File: src/rtl/tetris_pkg.sv
//------------------------------------------------------------------------------
// Module   : tetris_pkg
// Brief    : Shared encodings and board geometry for the game controller and
//            the datapath.
// Revision : 1.0 - initial release
//------------------------------------------------------------------------------
`default_nettype none

package tetris_pkg;

    localparam int ROWS    = 8;
    localparam int ROW_W   = 4;
    localparam int BOARD_W = ROWS * ROW_W;
    localparam int CNT_W   = 4;
    localparam int SCORE_W = 16;

    localparam logic [2:0] ST_GEN      = 3'd0;
    localparam logic [2:0] ST_MOVE     = 3'd1;
    localparam logic [2:0] ST_LAND     = 3'd2;
    localparam logic [2:0] ST_CLEAR    = 3'd3;
    localparam logic [2:0] ST_NEWBOARD = 3'd4;
    localparam logic [2:0] ST_GAMEOVER = 3'd5;

    localparam logic [1:0] MV_LEFT   = 2'd0;
    localparam logic [1:0] MV_RIGHT  = 2'd1;
    localparam logic [1:0] MV_ROTATE = 2'd2;
    localparam logic [1:0] MV_NONE   = 2'd3;

    function automatic logic [SCORE_W-1:0] score_add_sat(
        input logic [SCORE_W-1:0] a,
        input logic [CNT_W-1:0]   b
    );
        logic [SCORE_W:0] s;
        s = {1'b0, a} + {{(SCORE_W+1-CNT_W){1'b0}}, b};
        return s[SCORE_W] ? {SCORE_W{1'b1}} : s[SCORE_W-1:0];
    endfunction

endpackage

`default_nettype wire

File: src/rtl/row_full_count.sv
//------------------------------------------------------------------------------
// Module   : row_full_count
// Brief    : Combinational count of completely filled board rows.
// Revision : 1.0 - initial release
//------------------------------------------------------------------------------
`default_nettype none

module row_full_count
    import tetris_pkg::*;
(
    input  logic [BOARD_W-1:0] i_board,
    output logic               o_full_any,
    output logic [CNT_W-1:0]   o_full_cnt
);

    always_comb begin
        o_full_cnt = '0;
        for (int k = 0; k < ROWS; k++) begin
            if (i_board[k*ROW_W +: ROW_W] == {ROW_W{1'b1}}) begin
                o_full_cnt = o_full_cnt + 1'b1;
            end
        end
    end

    assign o_full_any = (o_full_cnt != '0);

endmodule

`default_nettype wire

File: src/rtl/game_ctrl.sv
//------------------------------------------------------------------------------
// Module   : game_ctrl
// Brief    : Falling-block game sequencer: spawn, move/gravity, land, clear.
//            Optional macro GAME_CTRL_SCORE_EN enables the row-clear score.
// Revision : 1.0 - initial release
//------------------------------------------------------------------------------
`default_nettype none

module game_ctrl
    import tetris_pkg::*;
#(
    parameter int DROP_TICKS   = 8,
    parameter int CLEAR_CYCLES = 2
) (
    input  logic               clka,
    input  logic               restart,
    input  logic               start,
    input  logic               btn_left,
    input  logic               btn_right,
    input  logic               btn_rotate,
    input  logic               touched,
    input  logic               error,
    input  logic [BOARD_W-1:0] board_in,
    output logic [2:0]         state,
    output logic [1:0]         move,
    output logic               drop,
    output logic               load_piece,
    output logic               clear_en,
    output logic [SCORE_W-1:0] score
);

    localparam logic [7:0]       c_drop_last = 8'(DROP_TICKS - 1);
    localparam logic [CNT_W-1:0] c_clr_last  = CNT_W'(CLEAR_CYCLES - 1);

    logic [2:0]       r_state,    w_state_nxt;
    logic [1:0]       r_move,     w_move_nxt;
    logic             r_drop,     w_drop_nxt;
    logic             r_load,     w_load_nxt;
    logic             r_clear_en, w_clear_en_nxt;
    logic [2:0]       r_pend,     w_pend_nxt;
    logic [7:0]       r_drop_cnt, w_drop_cnt_nxt;
    logic [CNT_W-1:0] r_clr_cnt,  w_clr_cnt_nxt;

    logic [2:0]       w_btn, w_req, w_sel;
    logic [1:0]       w_sel_mv;
    logic             w_stay_move;
    logic             w_top_busy;
    logic             w_full_any;
    logic [CNT_W-1:0] w_full_cnt;

    row_full_count u_row_full_count (
        .i_board    (board_in),
        .o_full_any (w_full_any),
        .o_full_cnt (w_full_cnt)
    );

    assign w_top_busy = |board_in[BOARD_W-1 -: ROW_W];
    // Bit position equals the move code so the pending vector indexes directly.
    assign w_btn      = {btn_rotate, btn_right, btn_left};

    always_ff @(posedge clka or negedge restart) begin
        if (!restart) begin
            r_state    <= ST_NEWBOARD;
            r_move     <= MV_NONE;
            r_drop     <= 1'b0;
            r_load     <= 1'b0;
            r_clear_en <= 1'b0;
            r_pend     <= '0;
            r_drop_cnt <= '0;
            r_clr_cnt  <= '0;
        end else begin
            r_state    <= w_state_nxt;
            r_move     <= w_move_nxt;
            r_drop     <= w_drop_nxt;
            r_load     <= w_load_nxt;
            r_clear_en <= w_clear_en_nxt;
            r_pend     <= w_pend_nxt;
            r_drop_cnt <= w_drop_cnt_nxt;
            r_clr_cnt  <= w_clr_cnt_nxt;
        end
    end

    always_comb begin
        w_state_nxt = r_state;
        case (r_state)
            ST_NEWBOARD: w_state_nxt = ST_GEN;
            ST_GEN:      w_state_nxt = w_top_busy ? ST_GAMEOVER : ST_MOVE;
            ST_MOVE:     w_state_nxt = touched ? ST_LAND : ST_MOVE;
            ST_LAND:     w_state_nxt = w_full_any ? ST_CLEAR : ST_GEN;
            ST_CLEAR:    w_state_nxt = (r_clr_cnt == c_clr_last) ? ST_GEN : ST_CLEAR;
            ST_GAMEOVER: w_state_nxt = start ? ST_NEWBOARD : ST_GAMEOVER;
            default:     w_state_nxt = ST_NEWBOARD;
        endcase
        if (error && (r_state != ST_GAMEOVER)) begin
            w_state_nxt = ST_GAMEOVER;
        end

        w_stay_move = (r_state == ST_MOVE) && (w_state_nxt == ST_MOVE);

        w_req    = r_pend | w_btn;
        w_sel    = 3'b000;
        w_sel_mv = MV_NONE;
        if (w_req[MV_ROTATE]) begin
            w_sel    = 3'b100;
            w_sel_mv = MV_ROTATE;
        end else if (w_req[MV_LEFT]) begin
            w_sel    = 3'b001;
            w_sel_mv = MV_LEFT;
        end else if (w_req[MV_RIGHT]) begin
            w_sel    = 3'b010;
            w_sel_mv = MV_RIGHT;
        end

        // A repeat press of the bit being served re-arms it for the next cycle.
        w_move_nxt = w_stay_move ? w_sel_mv : MV_NONE;
        w_pend_nxt = w_stay_move ? ((w_req & ~w_sel) | (r_pend & w_btn & w_sel)) : 3'b000;

        if (!w_stay_move) begin
            w_drop_cnt_nxt = '0;
        end else if (r_drop_cnt == c_drop_last) begin
            w_drop_cnt_nxt = '0;
        end else begin
            w_drop_cnt_nxt = r_drop_cnt + 8'd1;
        end
        w_drop_nxt = (w_state_nxt == ST_MOVE) && (w_drop_cnt_nxt == c_drop_last);

        w_clr_cnt_nxt  = ((r_state == ST_CLEAR) && (w_state_nxt == ST_CLEAR)) ?
                         (r_clr_cnt + 1'b1) : '0;
        w_clear_en_nxt = (w_state_nxt == ST_CLEAR);
        w_load_nxt     = (w_state_nxt == ST_GEN) && !w_top_busy;
    end

`ifdef GAME_CTRL_SCORE_EN
    logic [CNT_W-1:0]   r_clear_cnt;
    logic [SCORE_W-1:0] r_score;

    always_ff @(posedge clka or negedge restart) begin
        if (!restart) begin
            r_clear_cnt <= '0;
            r_score     <= '0;
        end else begin
            if (r_state == ST_LAND) begin
                r_clear_cnt <= w_full_cnt;
            end
            if (w_state_nxt == ST_NEWBOARD) begin
                r_score <= '0;
            end else if ((r_state == ST_CLEAR) && (r_clr_cnt == '0)) begin
                r_score <= score_add_sat(r_score, r_clear_cnt);
            end
        end
    end

    assign score = r_score;
`else
    logic [CNT_W-1:0] w_unused_full_cnt;
    assign w_unused_full_cnt = w_full_cnt;
    assign score             = '0;
`endif

    assign state      = r_state;
    assign move       = r_move;
    assign drop       = r_drop;
    assign load_piece = r_load;
    assign clear_en   = r_clear_en;

endmodule

`default_nettype wire

File: config.mk
export PLATFORM = sky130hd
export DESIGN_NAME = game_ctrl
export DESIGN_NICKNAME = d
export VERILOG_FILES = /design/src/rtl/tetris_pkg.sv /design/src/rtl/row_full_count.sv /design/src/rtl/game_ctrl.sv
export SDC_FILE = /design/constraint.sdc
export NUM_CORES = 1
export LEC_CHECK = 0
export BUFFER_PORTS_ARGS = -buffer_cell sky130_fd_sc_hd__buf_2
export CORE_UTILIZATION = 54
export CTS_CLUSTER_SIZE = 28
export DETAILED_ROUTE_END_ITERATION = 6
export PLACE_DENSITY = 0.86
export RECOVER_POWER = 100
export SYNTH_ARGS = -nofsm -noshare
export SYNTH_HDL_FRONTEND = slang
export SYNTH_SLANG_ARGS = --single-unit
export TNS_END_PERCENT = 20
File: constraint.sdc
create_clock -name clka -period 3.6 [get_ports clka]
set_clock_uncertainty 0.2 [all_clocks]
set_input_delay 0.36 -clock clka [delete_from_list [all_inputs] [get_ports clka]]
set_output_delay 0.36 -clock clka [all_outputs]
set_load 0.02 [all_outputs]
======== Word-level counts from Yosys, hierarchy flattened ========
Index checks and enable logic that the tools add are counted.
word-level totals
  register bits ........................... 23
  bits of input ports ..................... 40
operators by class
  add/sub/neg operators ................... 9
  equal/unequal tests ..................... 19
  mux-type cells .......................... 26
  bitwise gates (word level) .............. 6
  reductions and logical operators ........ 10
operators with widths
  cell                                            count
  == test 4 bit (second input constant)           8
  two-way mux 4 bit                               8
  adder 4 x 1 -> 4 bit (second input constant)    7
  two-way mux 2 bit                               9
  one-hot mux 3 bit (6 select lines)              1
  == test 8 x 3 -> 1 bit (second input constant)  2
  two-way mux 8 bit                               2
  two-way mux 3 bit                               4
  bitwise AND 3 bit                               3
  == test 3 x 2 -> 1 bit (second input constant)  3
  adder 8 x 1 -> 8 bit (second input constant)    1
  == test 3 x 1 -> 1 bit (second input constant)  2
  == test 3 bit (second input constant)           2
  zero test 3 bit                                 2
  bitwise OR 3 bit                                2
  logical AND 1 bit                               5
  == test 4 x 1 -> 1 bit (second input constant)  1
  nonzero test 4 bit                              1
  OR reduction 4 bit                              1
  inequality test 3 bit (second input constant)   1
  inverter 3 bit                                  1
  adder 1 x 1 -> 2 bit (second input constant)    1
  two-way mux 1 bit                               2
  zero test 1 bit                                 1

======== Longest topological paths before layout ========
Gate-level depths: netlist of run 1.
  depth in word-level cells ............... 25
  depth in mapped cells ................... 24
  mapped depth without buffers ............ 24

======== Modules after synthesis ========
From an unflattened synthesis of run 1, not the netlist that was laid out.
unflattened totals
  cell total of the unflattened synthesis .. 203
  area total of the unflattened synthesis .. 1881.8 um^2
modules (own cells, without submodules)
  module          times used  cells an instance  area an instance (um^2)  sequential area each (um^2)
  game_ctrl       1           125                1266.2                   579.3
  row_full_count  1           78                 615.6                    0.0

======== Worst setup path after synthesis of run 1 ========
OpenSTA, ideal clock, no wires.
  path type ............................... input to register
  from .................................... in board_in[3]
  to ...................................... reg r_move[1], in the netlist move[1]
  setup time .............................. 93 ps
  data arrival time ....................... 4454 ps
  data required time ...................... 3307 ps
  setup slack ............................. -1147 ps
  stages on the path ...................... 23
  path buffers ............................ 0
  cells stage by stage .................... and4_1 > ha_1 > a41oi_1 > a21oi_1 > ha_1 > nand2_1 > nand2_1 > ha_1 > nor2_1 > a31oi_1 > ha_1 > nand2_1 > nand2_1 > ha_1 > nor2_1 > a31oi_1 > ha_1 > xnor3_1 > and4b_1 > nor3_1 > or3_1 > nor2_2 > or4_4
on the way
  cells in the longest elaborated chain, start to end .. 23
ends and longest elaborated chain
  element                                 RTL line              RTL
  start: declaration                      game_ctrl.sv:23       input logic [BOARD_W-1:0] board_in,
  == test 4 bit (*)                       row_full_count.sv:19  if (i_board[k*ROW_W +: ROW_W] == {ROW_W{1'b1}}) begin
  two-way mux 1 bit (*)                   row_full_count.sv:19
  adder 1 x 1 -> 2 bit                    row_full_count.sv:20  o_full_cnt = o_full_cnt + 1'b1;
  two-way mux 4 bit (*)                   row_full_count.sv:19
  adder 4 x 1 -> 4 bit                    row_full_count.sv:20
  two-way mux 4 bit (*)                   row_full_count.sv:19
  adder 4 x 1 -> 4 bit                    row_full_count.sv:20
  two-way mux 4 bit (*)                   row_full_count.sv:19
  [... 8 more ...]                        --
  nonzero test 4 bit (*)                  row_full_count.sv:25  assign o_full_any = (o_full_cnt != '0);
  two-way mux 2 bit (*)                   game_ctrl.sv:89       ST_LAND: w_state_nxt = w_full_any ? ST_CLEAR : ST_GEN;
  one-hot mux 3 bit (6 select lines) (*)  game_ctrl.sv:85       case (r_state)
  two-way mux 3 bit (*)                   game_ctrl.sv:94       if (error && (r_state != ST_GAMEOVER)) begin
  == test 3 x 1 -> 1 bit (*)              game_ctrl.sv:98       w_stay_move = (r_state == ST_MOVE) && (w_state_nxt == ST_MOVE);
  logical AND 1 bit (*)                   game_ctrl.sv:98
  two-way mux 2 bit (*)                   game_ctrl.sv:115      w_move_nxt = w_stay_move ? w_sel_mv : MV_NONE;
  named net w_move_nxt[1]                 game_ctrl.sv:36       logic [1:0] r_move, w_move_nxt;
  end signal: assignment                  game_ctrl.sv:73       r_move <= w_move_nxt;
  end: declaration                        game_ctrl.sv:36
The timed path passes the listed nets; every way through them passes the cells marked *.

======== Worst setup path in the final report of run 1 ========
  from .................................... in board_in[1]
  to ...................................... reg r_move[1], in the netlist move[1]
Same word-level chain as after synthesis.

==> results of run 1 <==
## cell families after synthesis
family                     synth area share [%]
and+or+nand+nor                            27.3
AOI/OAI and AO/OA                          10.6
buffers and inverters                      8.50
DFF                                        32.8
xor gates and xnor gates                   12.9
adders and majority gates                  7.08
other                                     0.212
muxes                                     0.637
## worst min path at each step
stage	from	endpoint	slack, ps	depth (start not counted)
after floorplan	restart	clear_en$_DFF_PN0_	-140	0
after detailed placement	restart	drop$_DFF_PN0_	160	1
after global routing	error	state[1]$_DFF_PN0_	60	2
after CTS	error	state[1]$_DFF_PN0_	70	2
after global placement	restart	r_drop_cnt[6]$_DFF_PN0_	150	1
final	error	state[1]$_DFF_PN0_	80	2
## area by class of cell
class / instances / share of cell area, %
tap: 44 / 2.23
multi-input combinational: 161 / 52.2
clock buffer: 4 / 1.06
sequential: 23 / 23.5
timing repair buffer: 77 / 20.0
inverter: 7 / 1.06
## power breakdown
part | internal [mW] | switching (mW) | total (mW) | leakage (nW)
clock network | 0.0433 | 0.0774 | 0.121 | 0.0150
registers | 0.279 | 0.0273 | 0.307 | 0.308
logic | 0.134 | 0.152 | 0.287 | 0.796
## repair_timing
| action | CTS | global route |
|---|---|---|
| hold endpoints to repair | 20 | 0 |
| gates resized for setup | 15 | 19 |
| setup endpoints to repair | 18 | 18 |
| pin swaps | 13 | 1 |
| hold buffers | 1 | 0 |
| setup buffers | 4 | 1 |
## per-stage QoR
stage	std cells	hold slack [ps]	setup TNS [ps]
global route	316	62.0	-12650
CTS	315	72.1	-11810
detailed placement	306	156	-19420
finish	316	78.9	-9890
global placement	306	148	-15860
floorplan	208	-136	-12960
## routing by layer
layer / global-route usage, % / vias up
met5: 0 / -
met4: 2.04 / 0
met3: 4.59 / 4
met2: 48.3 / 50
met1: 29.9 / 787
li1: - / 821
## Yosys cell counts, types with 2 or more instances
cell	n
nor2_1	23
o21ai_0	4
or3_1	2
nor4_1	3
a21oi_1	8
dfrtp_1	20
dfstp_2	3
xnor3_1	2
and4b_1	2
inv_1	7
or4_1	2
xor2_1	6
nor2b_1	2
nor3_1	8
and4_1	6
a31oi_1	3
xnor2_1	9
ha_1	10
nand4b_1	2
nand3_1	6
buf_4	16
nand4_1	5
a211oi_1	2
nand2_1	17
o31ai_1	2
## worst max-delay path: cells and delay by family
family	cells	cell delay (ps)
adders and majority gates	4	880
AOI/OAI and AO/OA	3	620
buffers and inverters	2	120
xor gates and xnor gates	2	600
and+or+nand+nor	11	1690
## state kept, by name, summed over array words and instances, names as in the netlist
| register | flops |
|---|---|
| clear_en | 1 |
| drop | 1 |
| load_piece | 1 |
| move | 2 |
| r_clr_cnt | 4 |
| r_drop_cnt | 8 |
| r_pend | 3 |
| state | 3 |
## placed cells by master (no fill, tap or decap), types with 3 or more instances in the layout
master / count
a21oi_1: 8
and4_1: 5
buf_2: 37
buf_4: 26
buf_6: 5
clkbuf_1: 8
clkbuf_4: 3
conb_1: 16
dfrtp_1: 20
dfstp_2: 3
ha_1: 5
ha_4: 4
inv_1: 4
inv_2: 3
nand2_1: 13
nand3_1: 6
nand4_1: 5
nor2_1: 20
nor2_4: 3
nor3_1: 5
nor3_2: 3
o21ai_0: 3
xnor2_1: 8
xor2_1: 5
==> results.yml, run 1 <==
cells_and_area:
  seq_area_um2: 579
  nFillCells: 205
  synthToLayoutAreaGrowth_pct: 39.8
  final_util_pct: 80.2
  drive_above_1_share_pct: 41.5
  fin_area_mm2: 0.00247
  nets: 323
  multiInputGateArea_mm2: 0.00129
  diodes: 0
sta:
  setup-violations-final: 18
  min_period_over_period_pct: 118
  worst_slew_pin_slew_ps: 1200
  layout_min_cycle_time_ps: 4240
  rsz0062_at_grt: "true"
  hold_violations: 0
  fmax_mhz: 236
  max_slew_margin_pct: 20.2
  slew_viol_final: 0
  worst_slack_ps: -644
worst_setup_path:
  cp_cell_sequence: "buf_6, and4_4, ha_4, a41oi_2, a21oi_1, ha_1, nand2_2, nand2_2, ha_4, nor2_4, a311o_1, nand2_4, ha_4, inv_2, nor2_2, xor2_2, xnor3_1, and4b_1, nor3_2, or3_4, nor2_4, or4_4"
  start_kind: "input port"
  crit_required_ps: 3640
  crit_path_end: "move[1]$_DFF_PN1_"
  cpPeakStageDelay_ps: 470
  critPathLaunch: "board_in[1]"
  reg2reg_to: "move[1]$_DFF_PN1_"
  path_max_fanout: 2
  crit_path_top_delay_cell: "or4_4"
  reg2reg_from: "state[0]$_DFF_PN0_"
  reg2reg_setup_slack_ps: 1480
  end_kind: "flip-flop"
  cp.arrival_ps: 4280
  critical_path_class: "input port to flip-flop"
  path_common_cell: "ha_4"
  r2r_cells: 4
pwr:
  p_per_area_mw_per_mm2: 289
  p_leak_nw: 1.12
  finalPower_uw: 714
  ir_worst_vdd_mv: 0.386
route:
  via_count: 1662
  wire_per_inst_um: 13.5
  dr.pass1.iters: 4
  antenna_left: 0
  route.met3.wl_um: 158
  top_layer_used: "met4"
  drcViolationCount: 0
  met1_length_mm: 1.76
  routed_wl_mm: 4.26
  dr_wl_met2_mm: 2.32
  drtIter0Drc: 64
  via_per_inst: 5.26
placement:
  io_buffers: 47
  dp_slack_ps: -1190
  place.gp.congestion: 0.859
  dpl_cell_area_mm2: 0.00223
  dp_hpwl_mm: 2.96
cts:
  clk_path_buf_depth: 2
  cts_tree: "done"
  htreeDepth: 1
  ctsRootBufferMaster: "clkbuf_4"
  cts.sinks: 23
  cts_made_buffers: 3
  cts.clk_slew.worst_paths_ps: 120
  clk_latency_ps: 310
floorplan:
  core_mm2: 0.00308
  start_util_pct: 57.4
  dieArea_mm2: 0.00350
  pin_count: 64
  rows: 20
  die_x_um: 59.2
  die_y_um: 59.2
yosys:
  synthFlopType: "dfrtp_1"
  synth-edff-count: 0
  syn-cell-area_mm2: 0.00177
  yosysSeqAreaShare_pct: 32.8
  syn_inst: 193
  synth.distinct_cells: 48
  synth_top_area_cell: "dfrtp_1"
  synth_seq_cells: 23
  synth.avg_cell_area_um2: 9.15
  synth_top_cell_area_share_pct: 28.3
  yosys_warnings: 0
  synthTopCellsByArea: "dfrtp_1 28%, ha_1 7.1%, buf_4 6.8%, nor2_1 4.9%, dfstp_2 4.5%"
  ys_async_sr_fraction_pct: 100
global_route:
  grt_pass1_vias: 1648
  overflow: 0
  grt_pass1_wl_mm: 6.75
  grt_usage_pct: 25.2
  antenna_found_initial: 0
  grt_max_degree: 24
job:
  maxCapViolCount: 0
min_path:
  min_path_type: "input port to flip-flop"
outcome:
  status: "complete, but fails checks"
  violations: "negative setup slack"
Power figures use the tool's default switching activity.
==> run 2, diff against run 1 <==
--- a/config.mk
+++ b/config.mk
@@ -7,6 +7,7 @@
 export LEC_CHECK = 0
 export BUFFER_PORTS_ARGS = -buffer_cell sky130_fd_sc_hd__buf_2
 export CORE_UTILIZATION = 54
+export CTS_BUF_LIST = sky130_fd_sc_hd__clkbuf_8 sky130_fd_sc_hd__clkbuf_16
 export CTS_CLUSTER_SIZE = 28
 export DETAILED_ROUTE_END_ITERATION = 6
 export PLACE_DENSITY = 0.86
==> run 2 against run 1 <==
Net effect:
- the flow still finishes with violations (negative setup slack)
- final cell count decreased by 0.32%
- maximum frequency decreased by 1.0%
- via count increased by 2.9%
- critical path depth increased by 4
- first-iteration DRC count increased by 19%
- global-route usage increased by 1.2 points
- register-to-register slack got worse by 160 ps
==> results.yml, run 2 (same netlist as run 1, synthesis figures left out) <==
floorplan:
  start_util_pct: 57.4
  die_x_um: 59.2
  dieArea_mm2: 0.00350
  pin_count: 64
  rows: 20
  core_mm2: 0.00308
  die_y_um: 59.2
route:
  dr.pass1.iters: 5
  routed_wl_mm: 4.40
  drcViolationCount: 0
  drtIter0Drc: 76
  via_count: 1710
  wire_per_inst_um: 14.0
  antenna_left: 0
  via_per_inst: 5.43
placement:
  place.gp.congestion: 0.859
  dp_hpwl_mm: 2.96
  io_buffers: 47
  dpl_cell_area_mm2: 0.00223
  dp_slack_ps: -1190
cts:
  cts_made_buffers: 3
  cts.sinks: 23
  cts.clk_slew.worst_paths_ps: 80
  ctsRootBufferMaster: "clkbuf_8"
  clk_path_buf_depth: 2
  cts_tree: "done"
  htreeDepth: 1
  clk_latency_ps: 260
cells_and_area:
  nets: 322
  drive_above_1_share_pct: 39.9
  largest_reg_flops: 8
  final_common_cell: "buf_2"
  multiInputGateArea_mm2: 0.00128
  diodes: 0
  seq_area_um2: 579
  top_register: "r_drop_cnt"
  final_util_pct: 80.8
  largestRegisters: "r_drop_cnt: 8 flops, r_clr_cnt: 4 flops"
  final_cell_mix: "35 x buf_2, 25 x buf_4, 20 x nor2_1, 20 x dfrtp_1, 16 x conb_1"
  synthToLayoutAreaGrowth_pct: 40.8
  fin_area_mm2: 0.00249
  nFillCells: 201
worst_setup_path:
  start_kind: "input port"
  critPathLaunch: "board_in[1]"
  r2r_cells: 4
  reg2reg_to: "move[1]$_DFF_PN1_"
  reg2reg_setup_slack_ps: 1320
  critical_path_class: "input port to flip-flop"
  path_common_cell: "ha_4"
  cpPeakStageDelay_ps: 410
  reg2reg_from: "state[0]$_DFF_PN0_"
  path_max_fanout: 5
  crit_required_ps: 3600
  crit_path_top_delay_cell: "or3_4"
  crit_path_end: "load_piece$_DFF_PN0_"
  cp.arrival_ps: 4280
  end_kind: "flip-flop"
global_route:
  overflow: 0
  grt_usage_pct: 26.3
  grt_max_degree: 24
  grt_pass1_vias: 1719
  grt_pass1_wl_mm: 7.06
  antenna_found_initial: 0
pwr:
  p_per_area_mw_per_mm2: 305
  p_leak_nw: 1.13
  finalPower_uw: 758
  ir_worst_vdd_mv: 0.393
sta:
  rsz0062_at_grt: "true"
  layout_min_cycle_time_ps: 4290
  max_slew_margin_pct: 19.3
  min_period_over_period_pct: 119
  slew_viol_final: 0
  fmax_mhz: 233
  worst_slack_ps: -687
  worst_slew_pin_slew_ps: 1210
  hold_violations: 0
  setup-violations-final: 18
  setup_tns_ps: -11160
outcome:
  violations: "negative setup slack"
  status: "complete, but fails checks"
job:
  maxCapViolCount: 0
min_path:
  min_path_type: "input port to flip-flop"
run 2: changes by cell type in the layout (fill, tap and decap cells not counted), sizes merged:
cell    before  now
buf         69   68
clkbuf      11   10
inv          7    8
run 2: per-layer routing:
layer	GRT usage (%)	vias to the layer above	share of wire (%)
met5	0	-	0
met3	4.15	4	4.5
li1	-	817	-
met2	52.0	67	55
met1	29.5	822	39
met4	4.42	0	0.86
run 2: worst min-delay path by stage:
| stage | from | end | slack (ps) | depth (start not counted) |
|---|---|---|---|---|
| floorplan | restart | clear_en$_DFF_PN0_ | -140 | 0 |
| global placement | restart | r_drop_cnt[6]$_DFF_PN0_ | 150 | 1 |
| detailed placement | restart | drop$_DFF_PN0_ | 160 | 1 |
| CTS | error | state[1]$_DFF_PN0_ | 130 | 2 |
| global route | error | state[1]$_DFF_PN0_ | 160 | 2 |
| finish | error | state[1]$_DFF_PN0_ | 140 | 2 |
run 2: layout make-up:
cell class	instances	area share [%]
multi-input combinational	161	51.6
clock buffer	3	1.66
sequential	23	23.3
inverter	7	1.06
tap	44	2.21
clock inverter	1	0.151
timing repair buffer	76	20.0
run 2: repair_timing:
item / 4_1_cts / 5_1_grt
pin swaps: 14 / 3
buffers inserted: 4 / 0
endpoints found under the setup margin: 18 / 18
gates resized for setup: 15 / 18
hold endpoints to repair: 20 / 0
hold buffers: 1 / 0
run 2: where the power goes:
| part | leakage [nW] | switching (mW) | total (mW) | internal [mW] |
|---|---|---|---|---|
| logic | 0.796 | 0.156 | 0.293 | 0.137 |
| clock network | 0.0269 | 0.0820 | 0.158 | 0.0761 |
| registers | 0.308 | 0.0279 | 0.307 | 0.279 |
| total | 1.13 | 0.265 | 0.758 | 0.492 |
run 2: critical path: cells and delay by family:
| family | cells | cell delay (ps) |
|---|---|---|
| AO/OA/AOI/OAI | 3 | 410 |
| XOR/XNOR | 2 | 370 |
| buffers and inverters | 4 | 430 |
| AND/OR/NAND/NOR | 12 | 1570 |
| adder cells (fa/ha/maj) | 5 | 1140 |
run 2: metrics by stage:
step	hold WS [ps]	instances
2_1_floorplan	-136	208
3_3_place_gp	148	306
3_5_place_dp	156	306
4_1_cts	132	315
5_1_grt	160	315
6_report	142	315
==> run 3, diff against run 2 <==
--- a/config.mk
+++ b/config.mk
@@ -6,12 +6,13 @@
 export NUM_CORES = 1
 export LEC_CHECK = 0
 export BUFFER_PORTS_ARGS = -buffer_cell sky130_fd_sc_hd__buf_2
-export CORE_UTILIZATION = 54
+export CORE_UTILIZATION = 50
 export CTS_BUF_LIST = sky130_fd_sc_hd__clkbuf_8 sky130_fd_sc_hd__clkbuf_16
 export CTS_CLUSTER_SIZE = 28
 export DETAILED_ROUTE_END_ITERATION = 6
-export PLACE_DENSITY = 0.86
+export PLACE_DENSITY = 0.81
 export RECOVER_POWER = 100
+export SLEW_MARGIN = 10
 export SYNTH_ARGS = -nofsm -noshare
 export SYNTH_HDL_FRONTEND = slang
 export SYNTH_SLANG_ARGS = --single-unit
==> constraint.sdc (replaced) <==
create_clock -name clka -period 4.8 [get_ports clka]
set_clock_uncertainty 0.2 [all_clocks]
set_input_delay 0.48 -clock clka [delete_from_list [all_inputs] [get_ports clka]]
set_output_delay 0.48 -clock clka [all_outputs]
set_load 0.02 [all_outputs]
==> run 3 against run 2 <==
Net effect:
- the run now ends clean
- largest cell class unchanged
- sequential share of layout area rose by 2.6 points
- combinational power down 37%
- sequential power is 26% lower
- largest power group unchanged
- final cell count decreased by 3.2%
- clock power decreased by 25%
- register-to-register slack improved by 1400 ps
- global-route usage shrank 7.4 points
- final area down 10%
- via count decreased by 6.7%
- die area up 7.7%
==> results.yml, run 3 (same netlist as run 1, synthesis figures left out) <==
outcome:
  status: "finished clean"
min_path:
  holdPathStages: 2
  hp-start: "error"
  holdPathEnd: "state[1]$_DFF_PN0_"
  min_path_type: "input port to flip-flop"
cts:
  clk_latency_ps: 270
  cts.clk_slew.worst_paths_ps: 80
  ctsRootBufferMaster: "clkbuf_8"
  cts_made_buffers: 3
  cts.sinks: 23
  clk_path_buf_depth: 2
  htreeDepth: 1
  cts_tree: "done"
sta:
  slew_viol_final: 0
  fmax_mhz: 217
  hold_violations: 0
  layout_min_cycle_time_ps: 4610
  worst_slew_pin_slew_ps: 1190
  min_period_over_period_pct: 96.1
  max_slew_margin_pct: 20.9
  setup-violations-final: 0
  hold_ws_ps: 240
worst_setup_path:
  reg2reg_from: "state[0]$_DFF_PN0_"
  end_kind: "flip-flop"
  reg2reg_setup_slack_ps: 2690
  r2r_cells: 4
  critPathLaunch: "board_in[3]"
  critical_path_class: "input port to flip-flop"
  path_max_fanout: 4
  start_kind: "input port"
  cp.arrival_ps: 4600
  reg2reg_to: "move[1]$_DFF_PN1_"
  crit_required_ps: 4790
placement:
  io_buffers: 47
  place.gp.congestion: 0.822
  dp_hpwl_mm: 2.63
global_route:
  grt_pass1_wl_mm: 5.29
  grt_max_degree: 24
  antenna_found_initial: 0
  overflow: 0
  grt-busiest-layer: "met2"
  grt_pass1_vias: 1315
  use_met3_pct: 2.10
  grt_usage_pct: 18.9
  met2_usage_pct: 32.8
  grtUsageMet1_pct: 23.2
cells_and_area:
  drive_above_1_share_pct: 32.0
  largestRegisters: "r_drop_cnt: 8 flops, r_clr_cnt: 4 flops"
  final_common_cell: "buf_2"
  final_cell_mix: "39 x buf_2, 22 x nor2_1, 20 x dfrtp_1, 16 x conb_1, 15 x buf_4"
  diodes: 0
  largest_reg_flops: 8
  top_register: "r_drop_cnt"
  nets: 310
  synthToLayoutAreaGrowth_pct: 26.4
  final_util_pct: 66.4
route:
  antenna_left: 0
  drcViolationCount: 0
  drtIter0Drc: 85
  dr.pass1.iters: 4
  via_count: 1595
  wire_per_inst_um: 12.0
  routed_wl_mm: 3.67
  via_per_inst: 5.23
floorplan:
  rows: 21
  core_mm2: 0.00336
  start_util_pct: 52.5
  dieArea_mm2: 0.00377
  die_y_um: 61.4
  die_x_um: 61.4
  pin_count: 64
pwr:
  p_leak_nw: 1.03
  ir_worst_vdd_mv: 0.204
  p_per_area_mw_per_mm2: 238
job:
  maxCapViolCount: 0
[run 3: layout make-up]
cell class / count / area, um^2
flip-flops and latches: 23 / 579
multi-input cells: 161 / 1160
clock inverters: 1 / 5.00
repair buffers: 64 / 368
fillers: 309 / 1130
well taps: 46 / 57.6
inverters: 7 / 26.3
clock buffers: 3 / 41.3
[run 3: repair_timing]
| item | CTS | global route |
|---|---|---|
| setup endpoints to repair | 0 | 16 |
| gates resized for setup | 0 | 9 |
| hold endpoints to repair | 20 | 0 |
| hold buffers | 1 | 0 |
| setup buffers | 0 | 3 |
[run 3: worst max path at each step]
stage	endpoint	slack (ps)	cells after the start
6_report	move[1]$_DFF_PN1_	190	25
5_1_grt	r_drop_cnt[1]$_DFF_PN0_	-50	27
4_1_cts	move[1]$_DFF_PN1_	30	24
3_5_place_dp	move[1]$_DFF_PN1_	-250	24
3_3_place_gp	move[1]$_DFF_PN1_	-120	23
2_1_floorplan	move[1]$_DFF_PN1_	3	22
[run 3: report_power, final]
| part | total [mW] | switching, mW | internal, mW |
|---|---|---|---|
| Combinational | 0.185 | 0.0999 | 0.0846 |
| Sequential | 0.227 | 0.0186 | 0.208 |
| Clock | 0.119 | 0.0614 | 0.0580 |
| Total | 0.531 | 0.180 | 0.351 |
[run 3: per-layer routing]
layer  wire length (um)  share of wire, %
met1               1650                45
met4                 73               2.0
met5                  0                 0
met3                124               3.4
met2               1820                50
[run 3: through the flow]
step / worst slack [ps] / TNS, ps / power (mW) / cell area (um^2) / instances
2_1_floorplan: 3.10 / 0 / 0.346 / 1840 / 208
3_3_place_gp: -117 / -210 / 0.406 / 2120 / 297
3_5_place_dp: -246 / -2100 / 0.410 / 2120 / 297
4_1_cts: 29.1 / 0 / 0.528 / 2180 / 302
5_1_grt: -51.9 / -187 / 0.563 / 2230 / 305
6_report: 186 / 0 / 0.531 / 2230 / 305
[run 3: critical path: stages]
cell and delay, ps:
buf_2 100, and4_4 190, ha_4 160, a41oi_2 190
a21oi_1 70, ha_1 310, nand2_2 90, nand2_2 80
ha_4 290, nor2_4 40, a31oi_1 140, ha_1 260
nand2_2 80, nand2_1 60, ha_1 180, inv_1 50
nor2_1 40, xor2_1 170, buf_4 140, xor2_1 150
and4_4 200, or3_4 390, a21oi_4 190, nor2_2 80
or4_4 470
